===== config.mk =====
export PLATFORM = sky130hd
export DESIGN_NAME = comp_pipe
export DESIGN_NICKNAME = d
export VERILOG_FILES = /design/src/rtl/alu_pkg.sv /design/src/rtl/comp_sign_extend.sv /design/src/rtl/comp_pipe.sv
export SDC_FILE = /design/constraint.sdc
export NUM_CORES = 1
export LEC_CHECK = 0
export CORE_ASPECT_RATIO = 0.8
export CORE_MARGIN = 2
export CORE_UTILIZATION = 60
export DETAILED_ROUTE_END_ITERATION = 6
export PLACE_DENSITY = 0.82
export SETUP_SLACK_MARGIN = 0.15
export SLEW_MARGIN = 20
export SYNTH_ARGS = -nofsm -noshare
export SYNTH_HDL_FRONTEND = slang
export SYNTH_SLANG_ARGS = --single-unit

===== constraint.sdc =====
create_clock -name clk -period 11.9 [get_ports clk]
set_input_delay 2.38 -clock clk [delete_from_list [all_inputs] [get_ports clk]]
set_output_delay 2.38 -clock clk [all_outputs]
set_load 0.05 [all_outputs]

===== src/rtl/alu_pkg.sv =====
`default_nettype none
// ============================================================================
//  Module      : alu_pkg
//  Description : Constants shared by the ALU compare path: the operand width
//                and the branch condition codes evaluated by comp_pipe.
//  Revision    : 1.0 - initial release
// ============================================================================
package alu_pkg;

    // Operand width; compare datapath is one bit wider.
    localparam int W = 64;

    // Condition codes carried alongside each compare operation.
    localparam logic [1:0] COND_EQ = 2'd0;
    localparam logic [1:0] COND_NE = 2'd1;
    localparam logic [1:0] COND_LT = 2'd2;
    localparam logic [1:0] COND_GE = 2'd3;

endpackage : alu_pkg
`default_nettype wire


===== src/rtl/comp_sign_extend.sv =====
`default_nettype none
// ============================================================================
//  Module      : comp_sign_extend
//  Description : Widens a W-bit operand to W+1 bits. With i_ext = 1 the MSB
//                is replicated (two's-complement); with i_ext = 0 a zero is
//                prepended (unsigned). Purely combinational.
//  Ports       : i_data [W-1:0] operand in
//                i_ext          1 = sign-extend, 0 = zero-extend
//                o_data [W:0]   extended operand
//  Revision    : 1.0 - initial release
// ============================================================================
module comp_sign_extend #(
    parameter int W = 64
) (
    input  logic [W-1:0] i_data,
    input  logic         i_ext,
    output logic [W:0]   o_data
);

    assign o_data = {i_ext & i_data[W-1], i_data};

endmodule : comp_sign_extend
`default_nettype wire


===== src/rtl/comp_pipe.sv =====
`default_nettype none
// ============================================================================
//  Module      : comp_pipe
//  Description : Two-stage pipelined compare unit. S1 registers the extended
//                operands and condition code; S2 subtracts in W+1 bits and
//                registers LT/EQ/GT plus the evaluated branch condition.
//                Valid/ready on both sides, one operation per cycle.
//  Ports       : clk, reset (async, active-high), flush (sync)
//                in_valid / in_ready   upstream handshake
//                a, b [W-1:0]          operands
//                is_signed             1 = signed compare, 0 = unsigned
//                cond [1:0]            EQ / NE / LT / GE
//                out_valid / out_ready downstream handshake
//                lt, eq, gt, taken     registered results
//  Revision    : 1.0 - initial release
// ============================================================================
module comp_pipe #(
    parameter int W = alu_pkg::W
) (
    input  logic         clk,
    input  logic         reset,
    input  logic         flush,
    input  logic         in_valid,
    output logic         in_ready,
    input  logic [W-1:0] a,
    input  logic [W-1:0] b,
    input  logic         is_signed,
    input  logic [1:0]   cond,
    output logic         out_valid,
    input  logic         out_ready,
    output logic         lt,
    output logic         eq,
    output logic         gt,
    output logic         taken
);

    import alu_pkg::*;

    // ------------------------------------------------------------------
    // Operand widening
    // ------------------------------------------------------------------
    logic [W:0] w_xa;
    logic [W:0] w_xb;

    comp_sign_extend #(.W(W)) u_ext_a (
        .i_data (a),
        .i_ext  (is_signed),
        .o_data (w_xa)
    );

    comp_sign_extend #(.W(W)) u_ext_b (
        .i_data (b),
        .i_ext  (is_signed),
        .o_data (w_xb)
    );

    // ------------------------------------------------------------------
    // Pipeline state
    // ------------------------------------------------------------------
    logic       r_s1_valid;
    logic [W:0] r_xa;
    logic [W:0] r_xb;
    logic [1:0] r_cond;

    logic       r_out_valid;
    logic       r_lt;
    logic       r_eq;
    logic       r_gt;
    logic       r_taken;

    // ------------------------------------------------------------------
    // Handshake: each stage may take new data when it is empty or when its
    // current contents leave this cycle.
    // ------------------------------------------------------------------
    logic w_s2_ready;
    logic w_s1_ready;
    logic w_load;
    logic w_adv;

    assign w_s2_ready = ~r_out_valid | out_ready;
    assign w_s1_ready = ~r_s1_valid | w_s2_ready;
    assign w_load     = in_valid & w_s1_ready;
    assign w_adv      = r_s1_valid & w_s2_ready;

    // ------------------------------------------------------------------
    // Compare. Both extended operands fit in W+1-bit signed, and so does
    // their difference, so the top bit of the difference is the exact sign.
    // ------------------------------------------------------------------
    logic [W:0] w_diff;
    logic       w_lt;
    logic       w_eq;
    logic       w_gt;
    logic       w_taken;

    assign w_diff = r_xa - r_xb;
    assign w_lt   = w_diff[W];
    assign w_eq   = ~|w_diff;
    assign w_gt   = ~w_lt & ~w_eq;

    always_comb begin
        w_taken = 1'b0;
        case (r_cond)
            COND_EQ: w_taken = w_eq;
            COND_NE: w_taken = ~w_eq;
            COND_LT: w_taken = w_lt;
            COND_GE: w_taken = ~w_lt;
            default: w_taken = 1'b0;
        endcase
    end

    // ------------------------------------------------------------------
    // Stage registers. Flush wins over any load or advance in its cycle.
    // ------------------------------------------------------------------
    always_ff @(posedge clk or posedge reset) begin
        if (reset) begin
            r_s1_valid  <= 1'b0;
            r_xa        <= '0;
            r_xb        <= '0;
            r_cond      <= COND_EQ;
            r_out_valid <= 1'b0;
            r_lt        <= 1'b0;
            r_eq        <= 1'b0;
            r_gt        <= 1'b0;
            r_taken     <= 1'b0;
        end else if (flush) begin
            r_s1_valid  <= 1'b0;
            r_out_valid <= 1'b0;
        end else begin
            if (w_s1_ready) begin
                r_s1_valid <= in_valid;
            end
            if (w_load) begin
                r_xa   <= w_xa;
                r_xb   <= w_xb;
                r_cond <= cond;
            end
            if (w_s2_ready) begin
                r_out_valid <= r_s1_valid;
            end
            if (w_adv) begin
                r_lt    <= w_lt;
                r_eq    <= w_eq;
                r_gt    <= w_gt;
                r_taken <= w_taken;
            end
        end
    end

    assign in_ready  = w_s1_ready;
    assign out_valid = r_out_valid;
    assign lt        = r_lt;
    assign eq        = r_eq;
    assign gt        = r_gt;
    assign taken     = r_taken;

endmodule : comp_pipe
`default_nettype wire


### Yosys cells after proc, flatten, opt, wreduce, memory -nomap -nowiden

Index checks and enable logic that the tools add are counted.
Widths: inputs -> output; s select.

| word-level totals | value |
|---|---|
| register bits | 138 |
| word-level logic and storage cells | 36 |

| cells by class | value |
|---|---|
| eq/ne operators | 3 |
| bitwise gates (word level) | 11 |
| multiplexer cells | 5 |
| reduce and logical (&&, ||, !) cells | 7 |
| add/subtract/negate cells | 1 |

Operators by type and width:

| cell | count |
|---|---|
| $reduce_or 65->1 | 1 |
| $sub 65x65->65 | 1 |
| $and 1x1->1 | 5 |
| $eq 2x2->1 const B | 2 |
| $mux 1 | 4 |
| $not 1->1 | 4 |
| $pmux 1 s4 | 1 |
| $reduce_and 2->1 | 2 |
| $reduce_bool 2->1 | 2 |
| $eq 2x1->1 const B | 1 |
| $logic_not 2->1 | 1 |
| $or 1x1->1 | 2 |
| $logic_not 1->1 | 1 |

### Longest topological paths before layout

Gate-level depths: netlist of run 1.

| logic depth | value |
|---|---|
| depth in word-level cells | 5 |
| mapped depth | 15 |
| gate-level depth less buffers | 15 |

### Hierarchy

A second synthesis of run 1 with hierarchy kept.

| unflattened totals | value |
|---|---|
| cell total of the unflattened synthesis | 1,272 |
| area, all modules | 11,330.9 µm² |

By module, submodules not included:

| module | area an instance (µm²) | cells each | times used |
|---|---|---|---|
| comp_pipe | 10,357.4 | 1,142 | 1 |
| comp_sign_extend | 486.7 | 65 | 2 |

### Worst setup path before layout of run 1

No wires, ideal clock.

| path | value |
|---|---|
| path kind | input-to-output |
| from | in out_ready |
| to | out in_ready |
| required time | 9,520 ps |
| buffers on the path | 0 |
| arrival time | 2,937 ps |
| cell stages on the path | 2 |
| slack | 6,583 ps |
| cells stage by stage | nor2b_1 > nand2_1 |

| on the way | value |
|---|---|
| word-level cells in the longest chain between the ends | 2 |

RTL lines:

| item | RTL line | source |
|---|---|---|
| start, declared | comp_pipe.sv:30 | `input logic out_ready,` |
| $or 1x1->1 | comp_pipe.sv:80 | `assign w_s2_ready = ~r_out_valid \| out_ready;` |
| $or 1x1->1 | comp_pipe.sv:81 | `assign w_s1_ready = ~r_s1_valid \| w_s2_ready;` |
| end, declared | comp_pipe.sv:24 | `output logic in_ready,` |

No other way between the ends.

### Worst setup path after layout of run 1

Same ends and word-level chain as after synthesis.

==> results of run 1 <==
==> registers in the layout (all words and copies together) (netlist names) <==
| name | flops |
|---|---|
| eq | 1 |
| gt | 1 |
| lt | 1 |
| out_valid | 1 |
| r_cond | 2 |
| r_s1_valid | 1 |
| r_xa | 65 |
| r_xb | 65 |
| taken | 1 |
==> routing by layer <==
layer	track usage	routed length, um
met5	0	0
met4	0.107	813
met2	0.504	13900
met1	0.482	14900
met3	0.0714	2960
==> report_power, final <==
| part | total [W] | internal (W) | switching, W |
|---|---|---|---|
| sequential | 0.000584 | 0.000542 | 0.0000413 |
| clock | 0.000560 | 0.000349 | 0.000211 |
| combinational | 0.00125 | 0.000471 | 0.000784 |
| total | 0.00240 | 0.00136 | 0.00104 |
==> area by class of cell <==
class	instances	share of cell area
multi-input cells	974	0.535
flip-flops and latches	138	0.263
repair buffers	146	0.110
clock buffers	19	0.0329
inverters	81	0.0235
well taps	230	0.0219
clock inverters	12	0.0133
==> worst max-delay path, cell delays in order <==
cell and delay, ps:
sky130_fd_sc_hd__clkdlybuf4s50_1 400, sky130_fd_sc_hd__nor2b_1 280, sky130_fd_sc_hd__nand2_1 120, sky130_fd_sc_hd__clkdlybuf4s50_1 710
==> through the flow <==
stage	hold slack, ps	instances	utilization
final	481	1600	0.726
after global routing	504	1600	0.726
after CTS	483	1600	0.726
after detailed placement	471	1569	0.692
after global placement	463	1569	0.692
after floorplan	469	1257	-
==> cells by family (layout without fill, tap and decap cells) <==
kind of cell               count (synthesis)  count (layout)  synth area share
muxes                                    142             142             0.143
AOI/OAI and AO/OA                        345             345             0.213
adders and majority gates                 65              65            0.0740
DFF                                      138             138             0.311
xor gates and xnor gates                  27              27            0.0213
and+or+nand+nor                          395             395             0.183
buffers and inverters                    145             258            0.0540
==> how the worst min path moves through the flow <==
stage,startpoint,end,slack (ps),cells past startpoint
floorplan,r_xa[64],r_xa[64],470,2
global placement,gt,gt,460,2
detailed placement,gt,gt,470,2
CTS,gt,gt,480,2
global route,gt,gt,500,2
finish,gt,gt,480,2
==> cell usage in the layout (no fill, tap or decap), drive strengths merged, types with 16 or more instances in the layout <==
cell,count
clkbuf,19
nor4,17
a21o,25
a31oi,16
clkdlybuf4s50,141
dfrtp,138
nand2,97
o21ai,66
nor3,48
nor2,87
mux2,131
inv,81
a21oi,95
ha,64
nand4,47
o21a,22
==> metrics.txt, run 1 <==
status=finished with violations; violated checks=design-rule violations; Congestion Overflow GR=0; sink count of the clock tree=approximately 140; most common cell in the netlist=sky130_fd_sc_hd__dfrtp_1; effective utilization at floorplan=0.612; Total Power=about 0.0024 W; Synth async-reset ratio=1.00; total CTS buffers=17; I/O pin count=about 140; maximum ir drop on the vdd rail=94.4 uV; dominant register cell in the synthesized netlist=sky130_fd_sc_hd__dfrtp_1; Yosys top cell by area=sky130_fd_sc_hd__dfrtp_1; Post CTS Setup Buffer Count=0; Critical Path Start=out_ready; CP Launch Type=primary input; initial antenna violation count=0; CTS Root Cell=sky130_fd_sc_hd__clkbuf_16; nets=roughly 1600; synthesized net count=~1500; count of state elements after synthesis=138; clock-pin slew on the worst setup and hold paths=roughly 60 ps; GP Congestion=between 1 and 1.5; largest cells by area after synthesis=sky130_fd_sc_hd__dfrtp_1 31%, sky130_fd_sc_hd__mux2_2 13%, sky130_fd_sc_hd__ha_1 7.2%; number of endpoints with negative hold slack in the final report=0; commonest cells in the netlist=138 x sky130_fd_sc_hd__dfrtp_1, 131 x sky130_fd_sc_hd__mux2_2, 97 x sky130_fd_sc_hd__nand2_1; Placeable Area=approximately 18000 um^2; library cells used by synthesis=89; setup slack of the critical path after layout=5630 ps; Setup Total Neg Slack=0 ps; Layout fillers=between 1000 and 1500; summed instance area of the synthesized netlist=11100 um^2; vias in the first global route=between 10000 and 15000; Crit Reg-Reg Endpoint=eq; vias per std cell=about 6.6; Area after DPL=12500 um^2; area used by multi-input combinational logic=between 7000 and 8000 um^2; All-Layer GR Usage=0.334; dpl hpwl=approximately 25000 um; total number of yosys warnings=0; final routed DRC violation total=8; unrepaired setup endpoints after global routing=false; number of flops mapped to enable cells by yosys=0; source of the worst register-to-register timing path=r_xa[20]; normalized max-slew margin=0.349; Buffers on Ports=approximately 140; number of rows created at floorplan=44; detail-routed net length per standard cell=20.4 um; total routed wirelength=roughly 33000 um; ANT cells=0; Seq/Total Area, Yosys=0.311; register-to-register path setup slack=7020 ps; power density over cell area=~180 nW/um^2; Avg Cell Area, Syn=a little under 9 um^2; number of slew-limit violations in the final report=0; peak fanout along the critical path=5; first-pass GRT wire length=52300 um; final worst path period need=between 6000 and 7000 ps; Maximum Capacitance Violations=0; Worst-Skew Late Latency=about 430 ps; die footprint=about 20000 um^2; Detail Route Antenna Nets=0; deepest level of the CTS H-tree=4; die height=approximately 130 um; Critical Path Sink=in_ready; area taken by flip-flops and latches=~3500 um^2; maximum number of pins on one net before global-route repair=76; Tightest Pin Transition=approximately 970 ps; path category of the worst min-delay check=reg -> reg; required arrival time at the worst endpoint=between 9000 and 10000 ps; die span in x=~160 um; fmax=159 MHz; post-place setup slack=about 5600 ps; Syn Inst Count=approximately 1300; layout cells sized above 1=0.156; total number of vias=10500; quantity of hold-fixing buffers added after cts=0; share of Yosys cell area claimed by the top area cell type=0.311; initial detailed-routing violation count=998; First-pass DRT Iterations=7; worst reg2reg path depth=13; total leakage power=about 5.5 nW; setup clock skew after layout=between 9 and 10 ps; final worst path period share=0.527; Worst EP arrival=between 3000 and 4000 ps; kind of end point of the critical path=primary output; post-cts repair resize count=0; number of endpoints failing setup at the final stage=0; final cell area excluding filler cells=about 13000 um^2; Synth-to-Final Area Change=18.5%; number of buffers on the longest clock path=2; CTS tree=built; critical path start-end classification=in -> out
No activity file was read; power rests on OpenSTA's default activity.
==> run 2: changes to the inputs <==
--- a/config.mk
+++ b/config.mk
@@ -7,9 +7,9 @@
 export LEC_CHECK = 0
 export CORE_ASPECT_RATIO = 0.8
 export CORE_MARGIN = 2
-export CORE_UTILIZATION = 60
+export CORE_UTILIZATION = 57
 export DETAILED_ROUTE_END_ITERATION = 6
-export PLACE_DENSITY = 0.82
+export PLACE_DENSITY = 0.78
 export SETUP_SLACK_MARGIN = 0.15
 export SLEW_MARGIN = 20
 export SYNTH_ARGS = -nofsm -noshare
==> constraint.sdc (replaced) <==
create_clock -name clk -period 6.55 [get_ports clk]
set_input_delay 1.31 -clock clk [delete_from_list [all_inputs] [get_ports clk]]
set_output_delay 1.31 -clock clk [all_outputs]
set_load 0.05 [all_outputs]
==> run 2 against run 1 <==
Effect of this change: the flow now finishes without violations; cell count up 1.8%; die area rose by 5.1%; critical endpoint is now gt; clock power grew 70%; worst hold slack gained 5.8 ps; routed wire length rose by 2.6%; final area hardly changed; sequential cell count unchanged; largest cell class unchanged; via count fell by 0.90%; clock skew up 5.8 ps; first-iteration DRC count rose by 24%.
==> metrics.txt, run 2 (synthesized netlist as in run 1, its figures left out) <==
Global Route met3 Usage=0.0606 (-0.0108); required arrival time at the worst endpoint=6860 ps (-2660 ps); layout cells sized above 1=0.158 (+0.00146); power spent charging and discharging nets=0.00192 W (+85%); total routed wirelength=33400 um (+2.6%); total number of vias=10400 (-0.90%); final worst path period need=4710 ps; CP Launch Type=flop; post-cts repair resize count=0 (unchanged); die height=129 um (+2.5%); power density over cell area=328 nW/um^2 (+80%); die footprint=20600 um^2 (+5.1%); detail-routed net length per standard cell=20.5 um (+0.86%); effective utilization at floorplan=0.583 (-0.0295); total CTS buffers=17 (unchanged); part of the power in combinational logic=0.532 (+0.009); setup clock skew after layout=15.6 ps (+5.83 ps); number of slew-limit violations in the final report=0 (unchanged); register share of total power=0.246 (+0.003); most congested layer reported by global routing=met2; All-Layer GR Usage=0.326 (-0.00855); initial antenna violation count=0 (unchanged); Setup Total Neg Slack=0 ps (unchanged); GR met2 Demand/Resource=0.496 (-0.00759); internal power of the cells=0.00238 W (+75%); Worst-Skew Late Latency=450 ps (+20 ps); final worst path period share=0.719; maximum number of pins on one net before global-route repair=80 (+5.3%); register-to-register path setup slack=1840 ps (-5180 ps); registers with the most flip-flops=r_xa: 65 flops, r_xb: 65 flops, r_cond: 2 flops; Synth-to-Final Area Change=18.5% (about the same); most frequent cells in the layout=141 x sky130_fd_sc_hd__clkdlybuf4s50_1, 138 x sky130_fd_sc_hd__dfrtp_1, 131 x sky130_fd_sc_hd__mux2_2; critical path start-end classification=reg -> reg; final routed DRC violation total=0 (-8); ANT cells=0 (unchanged); path category of the worst min-delay check=reg -> reg; Worst EP arrival=5020 ps (+1130 ps); Placeable Area=19000 um^2 (+5.1%); deepest level of the CTS H-tree=4 (unchanged); First-pass DRT Iterations=5 (-2); CTS tree=built; Detail Route Antenna Nets=0 (unchanged); most frequent standard cell in the layout excluding fill and tap cells=sky130_fd_sc_hd__clkdlybuf4s50_1; first-pass GRT wire length=53100 um (+1.5%); vias per std cell=6.41 (-2.6%); vias in the first global route=9838 (-3.1%); number of endpoints with negative hold slack in the final report=0 (unchanged); Buffers on Ports=141 (unchanged); normalized max-slew margin=0.366 (+0.0167); non-filler cells in the finished layout=1628 (+1.8%); quantity of hold-fixing buffers added after cts=0 (unchanged); number of endpoints failing setup at the final stage=0 (unchanged); peak fanout along the critical path=6 (+1); placed insts=1596 (+1.7%); hold slack final=487 ps (+5.80 ps); fraction of power consumed by the clock network=0.221 (-0.012); unrepaired setup endpoints after global routing=false; sink count of the clock tree=138 (unchanged); total leakage power=5.48 nW (-0.55%); Congestion Overflow GR=0 (unchanged); nets=1558 (-0.064%); GP Congestion=1.01 (+0.21%); Tightest Pin Transition=943 ps (-24.9 ps); number of buffers on the longest clock path=2 (unchanged); fmax=between 200 and 250 MHz; I/O pin count=142 (unchanged); Total Power=0.00430 W (+79%); status=finished, final reports clean; clock-pin slew on the worst setup and hold paths=60 ps (about the same); CTS Root Cell=sky130_fd_sc_hd__clkbuf_16; switching share of total power=0.446 (+0.0141); maximum ir drop on the vdd rail=194 uV (+110%); Post CTS Setup Buffer Count=0 (unchanged); kind of end point of the critical path=flop; number of rows created at floorplan=45 (+2.3%); global routing met1 resource utilization=0.483 (+0.000510); Maximum Capacitance Violations=0 (unchanged); die span in x=160 um (+2.5%); initial detailed-routing violation count=1236 (+24%); dpl hpwl=26000 um (+4.3%)
## run 2: worst max-delay path, cell delays in order (launching register included)
cell	delay, ps
sky130_fd_sc_hd__dfrtp_1	350
sky130_fd_sc_hd__inv_1	60
sky130_fd_sc_hd__ha_1	360
sky130_fd_sc_hd__a21oi_1	400
sky130_fd_sc_hd__o21ai_1	180
sky130_fd_sc_hd__a21oi_1	370
sky130_fd_sc_hd__a31oi_1	290
sky130_fd_sc_hd__o31a_1	410
sky130_fd_sc_hd__a211oi_2	220
sky130_fd_sc_hd__xor2_1	340
sky130_fd_sc_hd__o2111ai_1	220
sky130_fd_sc_hd__or4_1	440
sky130_fd_sc_hd__or4_1	600
sky130_fd_sc_hd__nor4_2	210
sky130_fd_sc_hd__o31ai_1	120
## run 2: cell type report
cell class	instances	area [um^2]
multi-input cells	974	7040
fillers	1518	5890
flip-flops and latches	138	3450
repair buffers	145	1440
clock buffers	19	453
well taps	258	323
inverters	81	309
clock inverters	13	120
## run 2: power by group through the flow
stage	Combinational (W)	Sequential, W	Clock [W]
2_1_floorplan	0.00159	0.00108	0
3_3_place_gp	0.00218	0.00106	0
3_5_place_dp	0.00219	0.00107	0
4_1_cts	0.00222	0.00106	0.000961
5_1_grt	0.00246	0.00108	0.00100
6_report	0.00229	0.00106	0.000952
## run 2: final timing paths
path / start / end / cells past startpoint
worst min-delay path: lt / lt / 2
min in group asynchronous: reset / r_xa[23] / 2
worst min register to register: lt / lt / 2
worst max register to register: r_xb[6] / gt / 14
max in group asynchronous: reset / r_xb[54] / 3
worst max-delay path: r_xb[6] / gt / 14
## run 2: layer usage
metal | wire (um) | part of all wire | up-vias
li1 | - | - | 4884
met1 | 16000 | 0.48 | 5009
met2 | 14400 | 0.43 | 497
met3 | 2520 | 0.075 | 50
met4 | 549 | 0.016 | 0
met5 | 0 | 0 | -
## run 2: metrics by stage
stage | instance area, um^2 | util | worst slack [ps]
after global routing | 13100 | 0.690 | 1650
after global placement | 12600 | 0.660 | 2070
final | 13100 | 0.690 | 1840
after CTS | 13100 | 0.690 | 2010
after floorplan | 11100 | - | 1540
after detailed placement | 12600 | 0.660 | 2080
